File: src/rtl/dotprod_stream_if.sv
// rtl/dotprod_stream_if.sv - operand/control/result bundle for dotprod_stream
// master drives operands and control, slave is the dot-product engine.
interface dotprod_stream_if #(
  parameter int DATA_W  = 32,
  parameter int VEC_LEN = 8,
  parameter int LANES   = 1
);
  localparam int ACC_W = 2 * DATA_W + $clog2(VEC_LEN) + 1;

  logic                    start;
  logic                    mode_signed;
  logic                    acc_keep;
  logic                    in_valid;
  logic                    in_ready;
  logic [LANES*DATA_W-1:0] in_a;
  logic [LANES*DATA_W-1:0] in_b;
  logic                    busy;
  logic                    done;
  logic [ACC_W-1:0]        result;
  logic                    overflow;

  modport master (
    output start, mode_signed, acc_keep, in_valid, in_a, in_b,
    input  in_ready, busy, done, result, overflow
  );

  modport slave (
    input  start, mode_signed, acc_keep, in_valid, in_a, in_b,
    output in_ready, busy, done, result, overflow
  );
endinterface

File: src/rtl/dotprod_stream.sv
// rtl/dotprod_stream.sv - pipelined streaming dot-product engine
// LANES element pairs per beat; stage 1 sums lane products, stage 2 accumulates.
module dotprod_stream #(
  parameter int DATA_W  = 32,
  parameter int VEC_LEN = 8,
  parameter int LANES   = 1
) (
  input  logic          clk,
  input  logic          rst_n,
  dotprod_stream_if.slave bus
);
  localparam int ACC_W = 2 * DATA_W + $clog2(VEC_LEN) + 1;
  localparam int BEATS = VEC_LEN / LANES;
  localparam int CNT_W = (BEATS > 1) ? $clog2(BEATS) : 1;
  localparam int EXT_W = ACC_W - DATA_W;

  if ((VEC_LEN % LANES) != 0 || !(LANES == 1 || LANES == 2 || LANES == 4 || LANES == 8)) begin : g_bad_params
    $error("dotprod_stream: LANES must be 1/2/4/8 and divide VEC_LEN");
  end

  typedef enum logic [1:0] {S_IDLE, S_LOAD, S_FLUSH} state_t;

  state_t             r_state;
  logic [CNT_W-1:0]   r_cnt;
  logic               r_signed;
  logic               r_in_ready;
  logic               r_busy;
  logic               r_done;
  logic               r_pvalid;
  logic               r_overflow;
  logic [ACC_W-1:0]   r_prod;
  logic [ACC_W-1:0]   r_acc;

  logic               w_accept;
  logic               w_last;
  logic [DATA_W-1:0]  w_la;
  logic [DATA_W-1:0]  w_lb;
  logic [ACC_W-1:0]   w_ea;
  logic [ACC_W-1:0]   w_eb;
  logic [ACC_W-1:0]   w_prod_sum;
  logic [ACC_W-1:0]   w_sum;
  logic               w_carry;
  logic               w_add_ovf;

  assign w_accept = bus.in_valid && r_in_ready;
  assign w_last   = (r_cnt == CNT_W'(BEATS - 1));

  // Operands are extended to ACC_W before multiplying so the truncated product is exact modulo 2^ACC_W.
  always_comb begin
    w_prod_sum = '0;
    w_la       = '0;
    w_lb       = '0;
    w_ea       = '0;
    w_eb       = '0;
    for (int i = 0; i < LANES; i++) begin
      w_la       = bus.in_a[i*DATA_W +: DATA_W];
      w_lb       = bus.in_b[i*DATA_W +: DATA_W];
      w_ea       = {{EXT_W{r_signed & w_la[DATA_W-1]}}, w_la};
      w_eb       = {{EXT_W{r_signed & w_lb[DATA_W-1]}}, w_lb};
      w_prod_sum = w_prod_sum + w_ea * w_eb;
    end
  end

  assign {w_carry, w_sum} = {1'b0, r_acc} + {1'b0, r_prod};
  assign w_add_ovf = r_signed
                   ? ((r_acc[ACC_W-1] == r_prod[ACC_W-1]) && (w_sum[ACC_W-1] != r_acc[ACC_W-1]))
                   : w_carry;

  always_ff @(posedge clk or negedge rst_n) begin
    if (!rst_n) begin
      r_state    <= S_IDLE;
      r_cnt      <= '0;
      r_signed   <= 1'b0;
      r_in_ready <= 1'b0;
      r_busy     <= 1'b0;
      r_done     <= 1'b0;
      r_pvalid   <= 1'b0;
      r_overflow <= 1'b0;
      r_prod     <= '0;
      r_acc      <= '0;
    end else begin
      r_done   <= 1'b0;
      r_pvalid <= w_accept;
      if (w_accept) r_prod <= w_prod_sum;
      if (r_pvalid) begin
        r_acc <= w_sum;
        if (w_add_ovf) r_overflow <= 1'b1;
      end
      case (r_state)
        S_IDLE: begin
          if (bus.start) begin
            r_state    <= S_LOAD;
            r_in_ready <= 1'b1;
            r_busy     <= 1'b1;
            r_signed   <= bus.mode_signed;
            r_cnt      <= '0;
            if (!bus.acc_keep) begin
              r_acc      <= '0;
              r_overflow <= 1'b0;
            end
          end
        end
        S_LOAD: begin
          if (w_accept) begin
            if (w_last) begin
              r_state    <= S_FLUSH;
              r_in_ready <= 1'b0;
              r_cnt      <= '0;
            end else begin
              r_cnt <= r_cnt + CNT_W'(1);
            end
          end
        end
        S_FLUSH: begin
          // Last product is being added this edge, so the result is final with done.
          r_state <= S_IDLE;
          r_busy  <= 1'b0;
          r_done  <= 1'b1;
        end
        default: begin
          r_state    <= S_IDLE;
          r_in_ready <= 1'b0;
          r_busy     <= 1'b0;
        end
      endcase
    end
  end

  assign bus.in_ready = r_in_ready;
  assign bus.busy     = r_busy;
  assign bus.done     = r_done;
  assign bus.result   = r_acc;
  assign bus.overflow = r_overflow;
endmodule

File: src/flat_wrapper.sv
// flat-port wrapper written by rule: the top's interface ports become plain ports
module dotprod_stream_flat 
#(
  parameter int DATA_W  = 32,
  parameter int VEC_LEN = 8,
  parameter int LANES   = 1
)
  (clk, rst_n, bus_start, bus_mode_signed, bus_acc_keep, bus_in_valid, bus_in_a, bus_in_b, bus_in_ready, bus_busy, bus_done, bus_result, bus_overflow);
  dotprod_stream_if #(.DATA_W(DATA_W), .VEC_LEN(VEC_LEN), .LANES(LANES)) bus_i ();
  input  logic clk;
  input  logic rst_n;
  input wire logic [$bits(bus_i.start)-1:0] bus_start;
  input wire logic [$bits(bus_i.mode_signed)-1:0] bus_mode_signed;
  input wire logic [$bits(bus_i.acc_keep)-1:0] bus_acc_keep;
  input wire logic [$bits(bus_i.in_valid)-1:0] bus_in_valid;
  input wire logic [$bits(bus_i.in_a)-1:0] bus_in_a;
  input wire logic [$bits(bus_i.in_b)-1:0] bus_in_b;
  output wire logic [$bits(bus_i.in_ready)-1:0] bus_in_ready;
  output wire logic [$bits(bus_i.busy)-1:0] bus_busy;
  output wire logic [$bits(bus_i.done)-1:0] bus_done;
  output wire logic [$bits(bus_i.result)-1:0] bus_result;
  output wire logic [$bits(bus_i.overflow)-1:0] bus_overflow;
  assign bus_i.start = bus_start;
  assign bus_i.mode_signed = bus_mode_signed;
  assign bus_i.acc_keep = bus_acc_keep;
  assign bus_i.in_valid = bus_in_valid;
  assign bus_i.in_a = bus_in_a;
  assign bus_i.in_b = bus_in_b;
  assign bus_in_ready = bus_i.in_ready;
  assign bus_busy = bus_i.busy;
  assign bus_done = bus_i.done;
  assign bus_result = bus_i.result;
  assign bus_overflow = bus_i.overflow;
  dotprod_stream #(.DATA_W(DATA_W), .VEC_LEN(VEC_LEN), .LANES(LANES)) u_core (.clk(clk), .rst_n(rst_n), .bus(bus_i));
endmodule
File: config.mk
export PLATFORM = sky130hd
export DESIGN_NAME = dotprod_stream_flat
export DESIGN_NICKNAME = d
export VERILOG_FILES = /design/src/rtl/dotprod_stream_if.sv /design/src/rtl/dotprod_stream.sv /design/src/flat_wrapper.sv
export SDC_FILE = /design/constraint.sdc
export NUM_CORES = 2
export LEC_CHECK = 0
export CORE_ASPECT_RATIO = 1.2
export CORE_MARGIN = 2
export CORE_UTILIZATION = 43
export DETAILED_ROUTE_END_ITERATION = 10
export DONT_BUFFER_PORTS = 1
export SLEW_MARGIN = 20
export SYNTH_ARGS = -nofsm -noshare
export SYNTH_HDL_FRONTEND = slang
export SYNTH_SLANG_ARGS = --single-unit
export TNS_END_PERCENT = 100
File: constraint.sdc
create_clock -name clk -period 9.1 [get_ports clk]
set_clock_uncertainty 0.15 [all_clocks]
set_input_delay 2.275 -clock clk [delete_from_list [all_inputs] [get_ports clk]]
set_output_delay 2.275 -clock clk [all_outputs]
set_load 0.05 [all_outputs]
After elaboration in Yosys (flattened, before gate mapping)
Cells that the tools add are included.

Reduce and logical (&&, ||, !) cells: 9. Multiplexer cells: 24. Multiply operators: 1. Add/subtract/negate cells: 2. Bitwise operators: 4. Equality and inequality tests: 8.

Operators by type and width (count): $mux W68 (4); $add A68 B68 Y69 (1); $mul A33 B33 Y66 (1); $mux W1 (10); $mux W3 (3); $mux W2 (3); $pmux W3 S2 (1); $reduce_and A3 Y1 (2); $ne A2 B1 Y1 const B (2); $pmux W2 S2 (1); $reduce_and A2 Y1 (2); $reduce_and A4 Y1 (1); $add A3 B1 Y3 const B (1); $eq A3 B3 Y1 const B (1); $pmux W1 S3 (1); $and A1 B1 Y1 (2); $eq A2 B1 Y1 const B (1); $eq A2 B2 Y1 const B (1); $logic_and A1 B1 Y1 (2); $logic_not A2 Y1 (1); $ne A2 B2 Y1 const B (1); $not A1 Y1 (2); $pmux W1 S2 (1); $reduce_bool A2 Y1 (1); 2 further kinds (2).

Input port bits: 70. Bits in registers: 147.

Depth between registers and ports, before layout
Depth after elaboration: 9. Gate-level depth with buffers: 31.

Least setup slack after synthesis
Ideal clock, no wire load.

Path type: input to register. Start: input port bus_in_a[31]. End: register u_core.r_prod[57]. Required time: 8.824 ns. Path buffers: 2. Setup time: 0.126 ns. Stages on the path: 28. Setup slack: -1.168 ns. Data arrival time: 9.992 ns. Path through: clkbuf_1 and2_1 clkbuf_1 nand2_1 inv_1 fa_1 fa_1 fa_1 inv_1 fa_1 inv_1 fa_1 fa_1 inv_1 fa_1 fa_1 inv_1 ha_1 a21oi_1 nor2b_1 o21ai_0 nand2b_1 a21oi_1 nor2b_1 o21ai_0 nand2_1 a21o_1 a221o_1.

Longest elaborated chain between the ends: 2.

RTL lines: from (decl) (RTL line flat_wrapper.sv:16) `input wire logic [$bits(bus_i.in_a)-1:0] bus_in_a;`; $and A1 B1 Y1 (RTL line dotprod_stream.sv:58) `w_ea = {{EXT_W{r_signed & w_la[DATA_W-1]}}, w_la};`; $mul A33 B33 Y66 (*) (RTL line dotprod_stream.sv:60) `w_prod_sum = w_prod_sum + w_ea * w_eb;`; to (signal assigned) (RTL line dotprod_stream.sv:84) `if (w_accept) r_prod <= w_prod_sum;`; to (decl) (RTL line dotprod_stream.sv:31) `logic [ACC_W-1:0] r_prod;`.

Every way passes the cells marked *; elsewhere a longest branch is shown, timed or not. A chain may end at the register's enable or synchronous reset.

Final worst setup path
Start: input port bus_in_a[31]. End: register u_core.r_prod[60].

Same word-level chain as after synthesis.

==> metrics.md <==
| Metric | Value |
|---|---|
| Crit start category | input pin |
| Routed wl met3 | 11.5 mm |
| Share of cells above drive strength 1 | 8.27% |
| Number of buffers added on ports | 0 |
| Fmax | 110 MHz |
| Clk pin slew, worst setup/hold paths | about 0.060 ns |
| M1 wire length | approximately 58 mm |
| Max-cap violation count | 0 |
| Max-slew violations | 0 |
| Arr. time, crit path | 9.29 ns |
| Die span in x | just over 300 um |
| Wire per inst | 20.5 um |
| Chip height | 369 um |
| Top Ports | 142 |
| Drt total wl | 137 mm |
| Setup crit end kind | flip-flop |
| Post-DP HPWL | 106 mm |
| Post-route cell area | 51900 sq um |
| DP Area | 50500 sq um |
| Crit share post-route | about 100% |
| # rows | around 130 |
| Final #Nets | 6772 |
| Setup violators final | 0 |
| Core ar. | approximately 110000 sq um |
| Initial drt markers | 2496 |
| Gate Count Post-Synth | 5260 |
| Drt pass-1 iters | 5 |
| Commonest non-fill, non-tap cells in the layout | fa_1 (1129), inv_1 (1105), nand2_1 (846), and2_1 (381), ha_1 (271) |
| TritonCTS clock tree | done |
| WP buf/inv | 8 |
| Clock insertion delay at the later pin of the skew report | roughly 0.50 ns |
| Vias/cell | 5.33 |
| Syn Nets | between 6000 and 7000 |
| CP Class | in -> reg |
| Synth Register Bits | 145 |
| DIE AREA | about 110000 sq um |
| Predominant post-synthesis flop cell | dfrtp_1 |
| Sequential share of the synthesized area | 7.60% |
| Crit path top cell by count | fa_1 |
| RSZ-0062 raised after global routing | true |
| Most common cell after layout, fill and taps aside | fa_1 |
| Routability cong. | a little under 0.9 |
| Max stage delay cell, worst path | fa_2 |
| Crit path time final | 9.08 ns |
| Area delta synth->final | 8.68% |
| Req. time, crit path | 9.31 ns |
| Pin count of the biggest net entering global routing | 146 |
| Clock sink count | 145 |
| Clock root buffer | clkbuf_16 |
| Worst slew pin tran | 1.13 ns |
| Initial antenna violation count | 2 |
| Number of global-route vias before repair | 39200 |
| Final hold violation count | 0 |
| Asr flop ratio synth | 100% |
| Crit Path Max Fanout | 46 |
| WL met2 | 64.4 mm |
| GR Overflow Total | 0 |
| Overall Global Routing Usage | 24.8% |
| Netlist Area Pre-Place | 47700 sq um |
| Count of different cell masters after synthesis | 72 |
| First-pass GRT wire length | 219 mm |
| H-tree Lvls | 4 |
| Hold_ws | 0.334 ns |
| Number of CTS-inserted buffers | 25 |
| Routed vias | 35700 |
| Clock tree buffer depth | 3 |
| Number of synthesized flops with an enable pin | 0 |
| CP top delay family | adder cells |
| Max Used Layer | met5 |
| Setup_tns | 0 ns |
| DRT antenna net count | 0 |
| Outcome | completed |
| Worst hold path class | reg -> reg |
| CP max stage delay | approximately 0.62 ns |
| Rel. slew slack | 24.1% |
| DRC viols | 0 |
| Starting Density | 43.5% |
| Warnings, synthesis | 0 |
| Mean Syn Cell Area | 9.08 sq um |
path summary, 6_finish.rpt:
| kind | start | end | slack [ns] | cells past startpoint |
|---|---|---|---|---|
| max in group asynchronous | rst_n | u_core.bus.result[18] | 7.19 | 0 |
| hold reg to reg | u_core.r_prod[29] | u_core.r_prod[29] | 0.33 | 2 |
| min in group asynchronous | rst_n | u_core.r_cnt[1] | 1.31 | 0 |
| setup / recovery | bus_in_a[31] | u_core.r_prod[60] | 0.02 | 29 |
| setup reg to reg | u_core.r_signed | u_core.r_prod[56] | 1.07 | 26 |
| hold / removal | u_core.r_prod[29] | u_core.r_prod[29] | 0.33 | 2 |
area by class of cell:
type	instances	area [sq um]
Fill cell	10500	58000
Multi-Input combinational cell	3722	39600
Inverter	1119	4220
Sequential cell	145	3630
Timing Repair Buffer	256	1980
Tap cell	1417	1770
Clock buffer	29	661
Clock inverter	4	47.5
Antenna cell	3	7.51
timing repair:
action / in CTS / in global routing
endpoints found under the setup margin: 16 / 27
pin swaps: 3 / 73
gates resized for setup: 21 / 95
hold buffers: 0 / 0
setup buffers: 1 / 16
per-stage QoR:
stage | cells | utilization (%) | setup slack (ns)
floorplan | 5260 | - | -0.248
global placement | 6643 | 46.0 | -0.985
detailed placement | 6643 | 46.0 | -0.944
CTS | 6677 | 46.8 | 0.00150
global route | 6693 | 47.2 | -0.162
finish | 6695 | 47.2 | 0.0205
synthesized netlist by cell type, types with 8 or more instances:
cell / n / area share [%]
fa_1: 1146 / 48
inv_1: 1118 / 8.8
nand2_1: 857 / 6.7
and2_1: 382 / 5.0
ha_1: 287 / 7.5
clkbuf_1: 261 / 2.1
nor2_1: 152 / 1.2
a21oi_1: 145 / 1.5
dfrtp_1: 145 / 7.6
o21ai_0: 113 / 1.2
a21o_1: 95 / 1.5
xnor2_1: 66 / 1.2
xor2_1: 53 / 0.97
mux2i_1: 44 / 0.92
nand3_1: 42 / 0.44
and3_1: 41 / 0.54
nand4_1: 25 / 0.33
nor3_1: 24 / 0.25
o21bai_1: 24 / 0.38
a31oi_1: 23 / 0.30
a211oi_1: 19 / 0.30
nor2b_1: 15 / 0.20
o31ai_1: 14 / 0.22
o211ai_1: 13 / 0.20
o21a_1: 10 / 0.16
o21ai_1: 9 / 0.094
or2_2: 9 / 0.12
or3_1: 8 / 0.10
sequential cells by signal, indices dropped and copies added, names as in the netlist:
| name | count |
|---|---|
| u_core.bus.busy | 1 |
| u_core.bus.done | 1 |
| u_core.bus.in_ready | 1 |
| u_core.bus.overflow | 1 |
| u_core.bus.result | 68 |
| u_core.r_cnt | 3 |
| u_core.r_prod | 66 |
| u_core.r_pvalid | 1 |
| u_core.r_signed | 1 |
| u_core.r_state | 2 |
logic make-up after synthesis:
| kind of cell | Yosys count | share of synthesized area, % |
|---|---|---|
| fa+ha+maj | 1433 | 55.6 |
| xor+xnor | 119 | 2.18 |
| flops | 145 | 7.60 |
| buf+inv | 1393 | 11.0 |
| simple gates | 1585 | 15.4 |
| compound gates | 539 | 7.30 |
| mux | 46 | 0.970 |
routing by layer:
layer / vias up / track usage [%]
met2: 1270 / 41.1
met1: 18400 / 33.3
met3: 217 / 5.20
li1: 15800 / -
met5: - / 0
met4: 2 / 6.15
worst register-to-register path, stage by stage (launching register included):
cell      delay [ns]
dfrtp_1         0.66
nand2_2         0.30
buf_12          0.24
nor2_1          0.11
fa_1            0.45
fa_1            0.57
fa_1            0.45
fa_1            0.48
fa_1            0.57
fa_1            0.55
fa_1            0.50
inv_1           0.05
fa_1            0.47
inv_1           0.04
ha_1            0.31
and3_1          0.22
nand4_1         0.16
buf_4           0.13
buf_4           0.10
a211oi_4        0.03
a221o_1         0.39
o31ai_4         0.35
a31oi_4         0.15
buf_4           0.16
buf_6           0.11
xnor2_2         0.15
o21ai_1         0.07
Power is not shown: default switching activity piles up to over one toggle a cycle in this logic, so the estimate is an artifact.
